<file path="config.mk">
export PLATFORM = sky130hd
export DESIGN_NAME = frame_tx_arbiter
export DESIGN_NICKNAME = d
export VERILOG_FILES = /design/src/rtl/frame_tx_pkg.sv /design/src/rtl/frame_tx_arbiter_rr_arbiter.sv /design/src/rtl/frame_tx_arbiter.sv
export SDC_FILE = /design/constraint.sdc
export NUM_CORES = 1
export LEC_CHECK = 0
export ABC_CLOCK_PERIOD_IN_PS = 3000
export CORE_ASPECT_RATIO = 0.9
export CORE_UTILIZATION = 47
export DETAILED_ROUTE_END_ITERATION = 8
export PLACE_DENSITY = 0.87
export SLEW_MARGIN = 15
export SYNTH_ARGS = -nofsm -noshare
export SYNTH_HDL_FRONTEND = slang
export SYNTH_SLANG_ARGS = --single-unit
</file>
<file path="constraint.sdc">
create_clock -name Clk -period 3 [get_ports Clk]
set_input_delay 0.45 -clock Clk [delete_from_list [all_inputs] [get_ports Clk]]
set_output_delay 0.45 -clock Clk [all_outputs]
set_load 0.1 [all_outputs]
</file>
<file path="src/rtl/frame_tx_pkg.sv">
// Shared types and constants for the frame TX arbiter.
package frame_tx_pkg;

    typedef enum logic [1:0] {
        IDLE  = 2'd0,
        GRANT = 2'd1,
        XFER  = 2'd2,
        GAP   = 2'd3
    } state_t;

    localparam int DEF_IFG = 12;
    localparam int DEF_TMO = 64;

    // Index width that never collapses to zero for tiny channel counts.
    function automatic int clog2w(input int n);
        return (n <= 2) ? 1 : $clog2(n);
    endfunction

endpackage

</file>
<file path="src/rtl/frame_tx_arbiter_rr_arbiter.sv">
// Channel selector: round-robin from ptr_i, or fixed priority (ch0 highest)
// when FRAME_TX_ARB_STRICT_PRIO_EN is defined.
module rr_arbiter
    import frame_tx_pkg::*;
#(
    parameter int NCH = 4,
    parameter int IW  = clog2w(NCH)
) (
    input  logic [NCH-1:0] req_i,
    input  logic [IW-1:0]  ptr_i,
    output logic [NCH-1:0] gnt_o,
    output logic [IW-1:0]  idx_o
);

    logic found;

`ifdef FRAME_TX_ARB_STRICT_PRIO_EN
    logic unused_ptr;
    assign unused_ptr = ^ptr_i;

    always_comb begin
        gnt_o = '0;
        idx_o = '0;
        found = 1'b0;
        for (int k = 0; k < NCH; k++) begin
            if (!found && req_i[k]) begin
                found    = 1'b1;
                gnt_o[k] = 1'b1;
                idx_o    = IW'(k);
            end
        end
    end
`else
    logic [IW-1:0] cand;

    always_comb begin
        gnt_o = '0;
        idx_o = '0;
        found = 1'b0;
        cand  = '0;
        for (int k = 0; k < NCH; k++) begin
            cand = IW'((int'(ptr_i) + k) % NCH);
            if (!found && req_i[cand]) begin
                found       = 1'b1;
                gnt_o[cand] = 1'b1;
                idx_o       = cand;
            end
        end
    end
`endif

endmodule

</file>
<file path="src/rtl/frame_tx_arbiter.sv">
// Multi-channel frame TX arbiter with inter-frame gap and stall/link aborts.
// Build option: FRAME_TX_ARB_STRICT_PRIO_EN selects fixed-priority arbitration.
module frame_tx_arbiter
    import frame_tx_pkg::*;
#(
    parameter int NCH = 4,
    parameter int IFG = DEF_IFG,
    parameter int TMO = DEF_TMO
) (
    input  logic                     Clk,
    input  logic                     Rst,
    input  logic                     LinkUp,
    input  logic [NCH-1:0]           ReqIn,
    input  logic [NCH-1:0]           ValIn,
    input  logic [NCH-1:0]           SoFIn,
    input  logic [NCH-1:0]           EoFIn,
    input  logic [NCH*8-1:0]         DataIn,
    output logic [NCH-1:0]           ReqConfirm,
    output logic                     ValOut,
    output logic                     SoFOut,
    output logic                     EoFOut,
    output logic [7:0]               DataOut,
    output logic                     ErrOut,
    output logic [clog2w(NCH)-1:0]   ChanOut,
    output logic                     Busy
);

    localparam int IW = clog2w(NCH);
    localparam int TW = $clog2(TMO + 1);

    state_t         state_q, state_d;
    logic [NCH-1:0] gnt_q, gnt_d;
    logic [IW-1:0]  chan_q, chan_d;
    logic [IW-1:0]  ptr_q, ptr_d;
    logic [TW-1:0]  tmo_q, tmo_d;
    logic [7:0]     gap_q, gap_d;
    logic           val_q, val_d, sof_q, sof_d, eof_q, eof_d, err_q, err_d;
    logic [7:0]     data_q, data_d;

    logic [NCH-1:0] arb_gnt;
    logic [IW-1:0]  arb_idx;
    logic           g_val, g_sof, g_eof;
    logic [7:0]     g_data;
    logic           go_gap, abort;

    rr_arbiter #(.NCH(NCH), .IW(IW)) u_arb (
        .req_i (ReqIn),
        .ptr_i (ptr_q),
        .gnt_o (arb_gnt),
        .idx_o (arb_idx)
    );

    always_comb begin
        g_val  = 1'b0;
        g_sof  = 1'b0;
        g_eof  = 1'b0;
        g_data = '0;
        for (int i = 0; i < NCH; i++) begin
            if (chan_q == IW'(i)) begin
                g_val  = ValIn[i];
                g_sof  = SoFIn[i];
                g_eof  = EoFIn[i];
                g_data = DataIn[8*i +: 8];
            end
        end
    end

    always_comb begin
        state_d = state_q;
        gnt_d   = gnt_q;
        chan_d  = chan_q;
        ptr_d   = ptr_q;
        tmo_d   = tmo_q;
        gap_d   = gap_q;
        val_d   = 1'b0;
        sof_d   = 1'b0;
        eof_d   = 1'b0;
        err_d   = 1'b0;
        data_d  = '0;
        go_gap  = 1'b0;
        abort   = 1'b0;

        case (state_q)
            IDLE: begin
                if (LinkUp && (|ReqIn)) begin
                    state_d = GRANT;
                    gnt_d   = arb_gnt;
                    chan_d  = arb_idx;
                    ptr_d   = (arb_idx == IW'(NCH - 1)) ? '0 : arb_idx + IW'(1);
                    tmo_d   = TW'(TMO);
                end
            end
            GRANT: begin
                if (!LinkUp) begin
                    go_gap = 1'b1;
                end else if (g_val && g_sof) begin
                    state_d = XFER;
                    val_d   = 1'b1;
                    sof_d   = 1'b1;
                    eof_d   = g_eof;
                    data_d  = g_data;
                    tmo_d   = TW'(TMO);
                    go_gap  = g_eof;
                end else if (g_val) begin
                    tmo_d = TW'(TMO);
                end else if (tmo_q == TW'(1)) begin
                    go_gap = 1'b1;
                end else begin
                    tmo_d = tmo_q - TW'(1);
                end
            end
            XFER: begin
                // A valid EoF byte reloads the timer, so it always wins over expiry.
                if (!LinkUp || (g_val && g_sof)) begin
                    abort  = 1'b1;
                    go_gap = 1'b1;
                end else if (g_val) begin
                    val_d  = 1'b1;
                    eof_d  = g_eof;
                    data_d = g_data;
                    tmo_d  = TW'(TMO);
                    go_gap = g_eof;
                end else if (tmo_q == TW'(1)) begin
                    abort  = 1'b1;
                    go_gap = 1'b1;
                end else begin
                    tmo_d = tmo_q - TW'(1);
                end
            end
            GAP: begin
                // First GAP cycle carries the closing EoF; IFG silent cycles follow.
                if (gap_q == 8'd0) state_d = IDLE;
                else               gap_d   = gap_q - 8'd1;
            end
            default: state_d = IDLE;
        endcase

        if (abort) begin
            val_d  = 1'b1;
            eof_d  = 1'b1;
            err_d  = 1'b1;
            data_d = 8'h00;
        end
        if (go_gap) begin
            state_d = GAP;
            gnt_d   = '0;
            chan_d  = '0;
            gap_d   = 8'(IFG);
        end
    end

    always_ff @(posedge Clk) begin
        if (Rst) begin
            state_q <= IDLE;
            gnt_q   <= '0;
            chan_q  <= '0;
            ptr_q   <= '0;
            tmo_q   <= '0;
            gap_q   <= '0;
            val_q   <= 1'b0;
            sof_q   <= 1'b0;
            eof_q   <= 1'b0;
            err_q   <= 1'b0;
            data_q  <= '0;
        end else begin
            state_q <= state_d;
            gnt_q   <= gnt_d;
            chan_q  <= chan_d;
            ptr_q   <= ptr_d;
            tmo_q   <= tmo_d;
            gap_q   <= gap_d;
            val_q   <= val_d;
            sof_q   <= sof_d;
            eof_q   <= eof_d;
            err_q   <= err_d;
            data_q  <= data_d;
        end
    end

    assign ReqConfirm = gnt_q;
    assign ChanOut    = chan_q;
    assign ValOut     = val_q;
    assign SoFOut     = sof_q;
    assign EoFOut     = eof_q;
    assign ErrOut     = err_q;
    assign DataOut    = data_q;
    assign Busy       = (state_q != IDLE);

endmodule

</file>
==> results.sh, run 1 <==
export IMPL_period_share_pct=84.4
export IMPL_instances_no_fill=378
export IMPL_place_congestion=0.833
export IMPL_antenna_found_initial=0
export IMPL_clk_pin_slew_worst_paths_ps=70
export IMPL_min_path_cells=2
export IMPL_outcome="complete, no violations"
export IMPL_cts_hold_fix_buffers=0
export IMPL_cts_num_sinks=37
export IMPL_fin_crit_ps=2530
export IMPL_worstPathArrival_ps=2740
export IMPL_avgViaCountPerCell=5.60
export IMPL_num_rows=23
export IMPL_post_route_util_pct=67.8
export IMPL_synth_async_reset_ratio_pct=0
export IMPL_muxShareOfSynthArea_pct=16.0
export IMPL_cts_path_max_buffers=2
export IMPL_finalMaxSlewViolations=0
export IMPL_coreArea_sq_mm=0.00458
export IMPL_cp_required_ps=3210
export IMPL_cts_resized_gates=0
export IMPL_vias=2115
export IMPL_drtAntennaViolNets=0
export IMPL_grt_pass1_wl_um=9040
export IMPL_leakage_nw=1.19
export IMPL_setup_viol=0
export IMPL_cts_made_buffers=5
export IMPL_grt_pass1_vias=2014
export IMPL_synth_area_sq_mm=0.00229
export IMPL_finalPower_w=0.00246
export IMPL_hold_viol_final=0
export IMPL_synthFlopType="dfxtp_1"
export IMPL_timing_final_ws_setup_ps=469
export IMPL_post_cts_buffers=0
export IMPL_rsz0062_at_grt="false"
export IMPL_yosysWarnings=0
export IMPL_drive_gt1_share_pct=18.4
export IMPL_power_density_mw_per_mm2=791
export IMPL_synth_compound_area_share_pct=20.8
export IMPL_routed_wirelength_um=5740
export IMPL_max_freq_mhz=395
export IMPL_min_to="ReqConfirm[3]"
export IMPL_root_buffer="clkbuf_8"
export IMPL_drc=0
export IMPL_synth_xor_area_share_pct=3.82
export IMPL_ys_seq_elements=37
export IMPL_grt_max_degree=17
export IMPL_tns_ps=0
export IMPL_wl_per_cell_um=15.2
export IMPL_clkLatencyLatePin_ps=290
export IMPL_first_iter_violations=122
export IMPL_first_pass_iters=4
export IMPL_layout_nets=378
export IMPL_min_from="ReqConfirm[3]"
export IMPL_io_pin_count=70
export IMPL_chipHeight_um=68.3
export IMPL_grt_usage_pct=23.8
export IMPL_syn_inst=242
export IMPL_synth_edf_count=0
export IMPL_fin_skew_ps=3.50
export IMPL_timing_rr_end="ptr_q[1]"
export IMPL_htreeDepth=2
export IMPL_start_util_pct=50.2
export IMPL_n_fill_cell=347
export IMPL_antennaDiodeCount=0
export IMPL_tritoncts="done"
export IMPL_die_x_um=75.7
export IMPL_yosys_area_share_adder_pct=6.00
export IMPL_worst_ir_drop_vdd_mv=0.610
export IMPL_dp_cells=371
export IMPL_holdCritPathClass="reg -> reg"
export IMPL_ys_seq_area_share_pct=32.3
export IMPL_syn_area_per_cell_sq_um=9.48
export IMPL_synthSimpleGateAreaFrac_pct=16.0
export IMPL_synth_top_family_by_area="compound AO/OA/AOI/OAI gates"
export IMPL_syn_to_final_growth_pct=35.3
export IMPL_endpoint_kind="flop"
export IMPL_place_hpwl_um=4450
export IMPL_ys_types=48
export IMPL_grt_overflow_total=0
export IMPL_worst_pin_slew_ps=574
export IMPL_rr_worst_depth=8
export IMPL_cp_max_fo=11
export IMPL_critPathLaunchType="input port"
export IMPL_dieArea_sq_mm=0.00517
export IMPL_syn_num_nets=304
export IMPL_crit_type="in -> reg"
export IMPL_relSlewSlack_pct=61.5
export IMPL_port_buffer_count=69
export IMPL_pre_cts_slack_ps=175
export IMPL_rrSetupSlack_ps=500
export IMPL_maxCapViolCount=0
[cells in the mapped netlist, types with 4 or more instances]
| cell type | n | area (sq um) |
|---|---|---|
| dfxtp_1 | 37 | 741 |
| nor2_1 | 36 | 135 |
| a21oi_1 | 16 | 80.1 |
| inv_1 | 14 | 52.6 |
| mux4_2 | 14 | 315 |
| ha_1 | 11 | 138 |
| a211oi_1 | 9 | 67.6 |
| and3_1 | 9 | 56.3 |
| xnor2_1 | 9 | 78.8 |
| o21ai_0 | 8 | 40.0 |
| a22oi_1 | 6 | 45.0 |
| clkbuf_1 | 6 | 22.5 |
| nand2_1 | 6 | 22.5 |
| a221oi_1 | 5 | 43.8 |
| nand3_1 | 5 | 25.0 |
| nor3_1 | 5 | 25.0 |
| mux2i_1 | 4 | 40.0 |
[worst max path at each step]
stage	start	end	slack (ps)	cells past startpoint
2_1_floorplan	ChanOut[0]	ChanOut[1]	140	7
3_3_place_gp	ReqIn[3]	ptr_q[1]	270	7
3_5_place_dp	ReqIn[3]	ptr_q[1]	180	7
4_1_cts	ReqIn[3]	ptr_q[1]	480	7
5_1_grt	flop	ptr_q[1]	300	8
6_report	ReqIn[3]	ptr_q[1]	470	7
[kinds of logic (layout without fill, tap and decap cells)]
| logic type | after synthesis | in the layout |
|---|---|---|
| xor+xnor | 10 | 10 |
| flops | 37 | 37 |
| buf+inv | 25 | 99 |
| fa+ha+maj | 11 | 11 |
| compound gates | 64 | 64 |
| mux | 19 | 19 |
| simple gates | 76 | 76 |
[per-stage QoR]
stage          area (sq um)  hold WS (ps)
6_report               3100           505
5_1_grt                3100           535
4_1_cts                3100           507
3_5_place_dp           3020           496
3_3_place_gp           3020           476
2_1_floorplan          2290           459
[power by group]
| group | total, W | switching [W] | internal, W | leakage (nW) |
|---|---|---|---|---|
| combinational | 0.00150 | 0.000908 | 0.000595 | 0.848 |
| sequential | 0.000610 | 0.0000538 | 0.000556 | 0.300 |
| clock | 0.000344 | 0.000162 | 0.000182 | 0.0443 |
[layout make-up]
cell class                      count  area (sq um)  share of cell area [%]
Tap cell                           62          77.6                    2.50
Inverter                           14          52.6                    1.69
Multi-Input combinational cell    180          1440                    46.3
Timing Repair Buffer               78           711                    22.9
Clock buffer                        7          86.3                    2.78
Sequential cell                    37           741                    23.9
[critical path, cell delays in order]
cell and delay [ps]:
clkdlybuf4s50_1 520, mux4_2 630, or2_4 310, a2111oi_4 330, a2bb2oi_2 120, xnor2_1 150, a211oi_1 210
[layout by cell type (no fill, tap or decap), drive strengths merged, types with 2 or more instances in the layout]
master / count
clkdlybuf4s50: 50
a211oi: 9
clkbuf: 7
a31oi: 2
mux2i: 4
a22oi: 6
nand2: 6
and3: 9
ha: 11
o21ai: 9
nand3: 5
mux4: 14
nor3: 5
or2: 2
buf: 28
o41a: 2
nor2b: 4
a221o: 2
and2: 2
dfxtp: 37
a221oi: 5
o21a: 3
nand2b: 3
nor2: 36
xnor2: 9
inv: 14
a21oi: 17
[state kept, by name, summed over array words and instances (netlist names), named ones only]
signal and cells:
state_q 2, ErrOut 1, gap_q 8, DataOut 8, EoFOut 1, ValOut 1, ptr_q 1, tmo_q 7
ReqConfirm 4, SoFOut 1, ChanOut 2
[metal layers]
| metal | wire length (um) | track usage [%] |
|---|---|---|
| met5 | 0 | 0 |
| met4 | 71 | 7.64 |
| met3 | 438 | 4.57 |
| met2 | 2740 | 42.7 |
| met1 | 2490 | 28.5 |
No activity file was read; power rests on OpenSTA's default activity.
==> run 2: changes to the inputs <==
--- a/config.mk
+++ b/config.mk
@@ -5,11 +5,11 @@
 export SDC_FILE = /design/constraint.sdc
 export NUM_CORES = 1
 export LEC_CHECK = 0
-export ABC_CLOCK_PERIOD_IN_PS = 3000
+export ABC_CLOCK_PERIOD_IN_PS = 2300
 export CORE_ASPECT_RATIO = 0.9
-export CORE_UTILIZATION = 47
+export CORE_UTILIZATION = 43
 export DETAILED_ROUTE_END_ITERATION = 8
-export PLACE_DENSITY = 0.87
+export PLACE_DENSITY = 0.84
 export SLEW_MARGIN = 15
 export SYNTH_ARGS = -nofsm -noshare
 export SYNTH_HDL_FRONTEND = slang
==> constraint.sdc (replaced) <==
create_clock -name Clk -period 2.3 [get_ports Clk]
set_input_delay 0.345 -clock Clk [delete_from_list [all_inputs] [get_ports Clk]]
set_output_delay 0.345 -clock Clk [all_outputs]
set_load 0.1 [all_outputs]
==> run 2 against run 1 <==
Hold slack got worse by 3.1 ps. Combinational power up 43%. Utilization fell by 2.0 points. Wire length up 2.7%. Sequential cell count stayed put. Total power up 38%. Worst setup slack got worse by 350 ps. Via count up 2.8%. Critical endpoint is now ReqConfirm[3].
==> results.sh, run 2 (synthesized netlist as in run 1, its figures left out) <==
export IMPL_final_cell_mix="clkdlybuf4s50_1 (49), buf_4 (45), nor2_1 (35), dfxtp_1 (34), a21oi_1 (16)"
export IMPL_post_cts_buffers=0
export IMPL_timing_final_ws_setup_ps=121
export IMPL_grt_pass1_vias=2172
export IMPL_rr_worst_depth=8
export IMPL_slowest_stage="dfxtp_2"
export IMPL_timing_hold_ws_ps=502
export IMPL_hold_viol_final=0
export IMPL_chipHeight_um=71.3
export IMPL_min_path_cells=2
export IMPL_cp_max_fo=7
export IMPL_critical_path_max_stage_delay_ps=350
export IMPL_grt_overflow_total=0
export IMPL_crit_type="reg -> reg"
export IMPL_clk_pin_slew_worst_paths_ps=70
export IMPL_cts_made_buffers=5
export IMPL_avgViaCountPerCell=5.44
export IMPL_relSlewSlack_pct=71.4
export IMPL_antennaDiodeCount=0
export IMPL_wl_per_cell_um=14.7
export IMPL_clkLatencyLatePin_ps=280
export IMPL_finalMaxSlewViolations=0
export IMPL_first_iter_violations=166
export IMPL_syn_to_final_growth_pct=43.0
export IMPL_coreArea_sq_mm=0.00498
export IMPL_n_fill_cell=408
export IMPL_mostFrequentLayoutCell="clkdlybuf4s50_1"
export IMPL_fin_crit_ps=2180
export IMPL_htreeDepth=2
export IMPL_cp_required_ps=2510
export IMPL_setup_viol=0
export IMPL_worst_ir_drop_vdd_mv=1.36
export IMPL_grt_pass1_wl_um=10100
export IMPL_drtAntennaViolNets=0
export IMPL_layout_nets=396
export IMPL_root_buffer="clkbuf_8"
export IMPL_worstPathCellList="clkinvlp_4 -> ha_4 -> mux4_2 -> or2_4 -> a2111oi_4 -> buf_4 -> a221oi_1 -> a211oi_1"
export IMPL_routed_wirelength_um=5890
export IMPL_place_congestion=0.838
export IMPL_tritoncts="done"
export IMPL_period_share_pct=94.7
export IMPL_vias=2174
export IMPL_post_route_util_pct=65.8
export IMPL_power_density_mw_per_mm2=1030
export IMPL_place_hpwl_um=4730
export IMPL_holdCritPathClass="reg -> reg"
export IMPL_dieArea_sq_mm=0.00563
export IMPL_cts_hold_fix_buffers=0
export IMPL_io_pin_count=70
export IMPL_antenna_found_initial=0
export IMPL_critPathLaunchType="flop"
export IMPL_num_rows=24
export IMPL_outcome="complete, no violations"
export IMPL_grt_usage_pct=22.8
export IMPL_grt_max_degree=17
export IMPL_endpoint_kind="flop"
export IMPL_fin_skew_ps=4.08
export IMPL_worstPathArrival_ps=2390
export IMPL_pre_cts_slack_ps=-217
export IMPL_first_pass_iters=4
export IMPL_cts_path_max_buffers=2
export IMPL_drc=0
export IMPL_cts_num_sinks=37
export IMPL_rsz0062_at_grt="false"
export IMPL_max_freq_mhz=459
export IMPL_worst_pin_slew_ps=426
export IMPL_drive_gt1_share_pct=24.2
export IMPL_start_util_pct=46.0
export IMPL_cts_resized_gates=0
export IMPL_die_x_um=79
export IMPL_port_buffer_count=69
export IMPL_leakage_nw=1.29
export IMPL_maxCapViolCount=0
-- run 2: cell types whose count changed in the layout (fill, tap and decap cells not counted), moves of 2 or more --
cell,previous run,this run
dfxtp_1,37,34
buf_4,28,45
clkbuf_1,1,3
dfxtp_2,0,2
-- run 2: final cells by class --
| cell class | instances | area (sq um) | share of cell area [%] |
|---|---|---|---|
| clock buffers | 8 | 80.1 | 2.44 |
| inverters | 14 | 56.3 | 1.72 |
| multi-input cells | 180 | 1460 | 44.4 |
| flip-flops and latches | 37 | 747 | 22.8 |
| well taps | 65 | 81.3 | 2.48 |
| repair buffers | 96 | 861 | 26.2 |
-- run 2: where the power goes --
group	switching, W	total [W]	internal, W
Clock	0.000208	0.000423	0.000215
Sequential	0.0000814	0.000813	0.000732
Combinational	0.00121	0.00215	0.000943
-- run 2: critical path, delay by kind of cell (launching register included) --
kind,cells,cell delay (ps)
compound gates,3,530
flops,1,350
fa+ha+maj,1,330
buf+inv,2,310
mux,1,310
simple gates,1,260
-- run 2: worst paths after layout --
kind / startpoint / endpoint / slack [ps]
setup / recovery: flop / ReqConfirm[3] / 120
hold / removal: gap_q[1] / gap_q[1] / 500
setup reg to reg: flop / ReqConfirm[3] / 120
hold reg to reg: gap_q[1] / gap_q[1] / 500
-- run 2: through the flow --
stage	std cells	setup TNS (ps)	total power, W	area (sq um)
after floorplan	242	-580	0.00238	2330
after global placement	392	-1580	0.00291	3190
after detailed placement	392	-2840	0.00295	3190
after CTS	400	0	0.00338	3270
after global routing	400	0	0.00358	3280
final	400	0	0.00339	3280
-- run 2: layer usage --
metal  global-route usage (%)  part of all wire [%]  up-vias
met3                     5.73                   6.7        8
met5                        0                     0        -
met4                     5.86                  0.87        0
li1                         -                     -     1078
met1                     28.5                    44     1020
met2                     39.4                    48       68
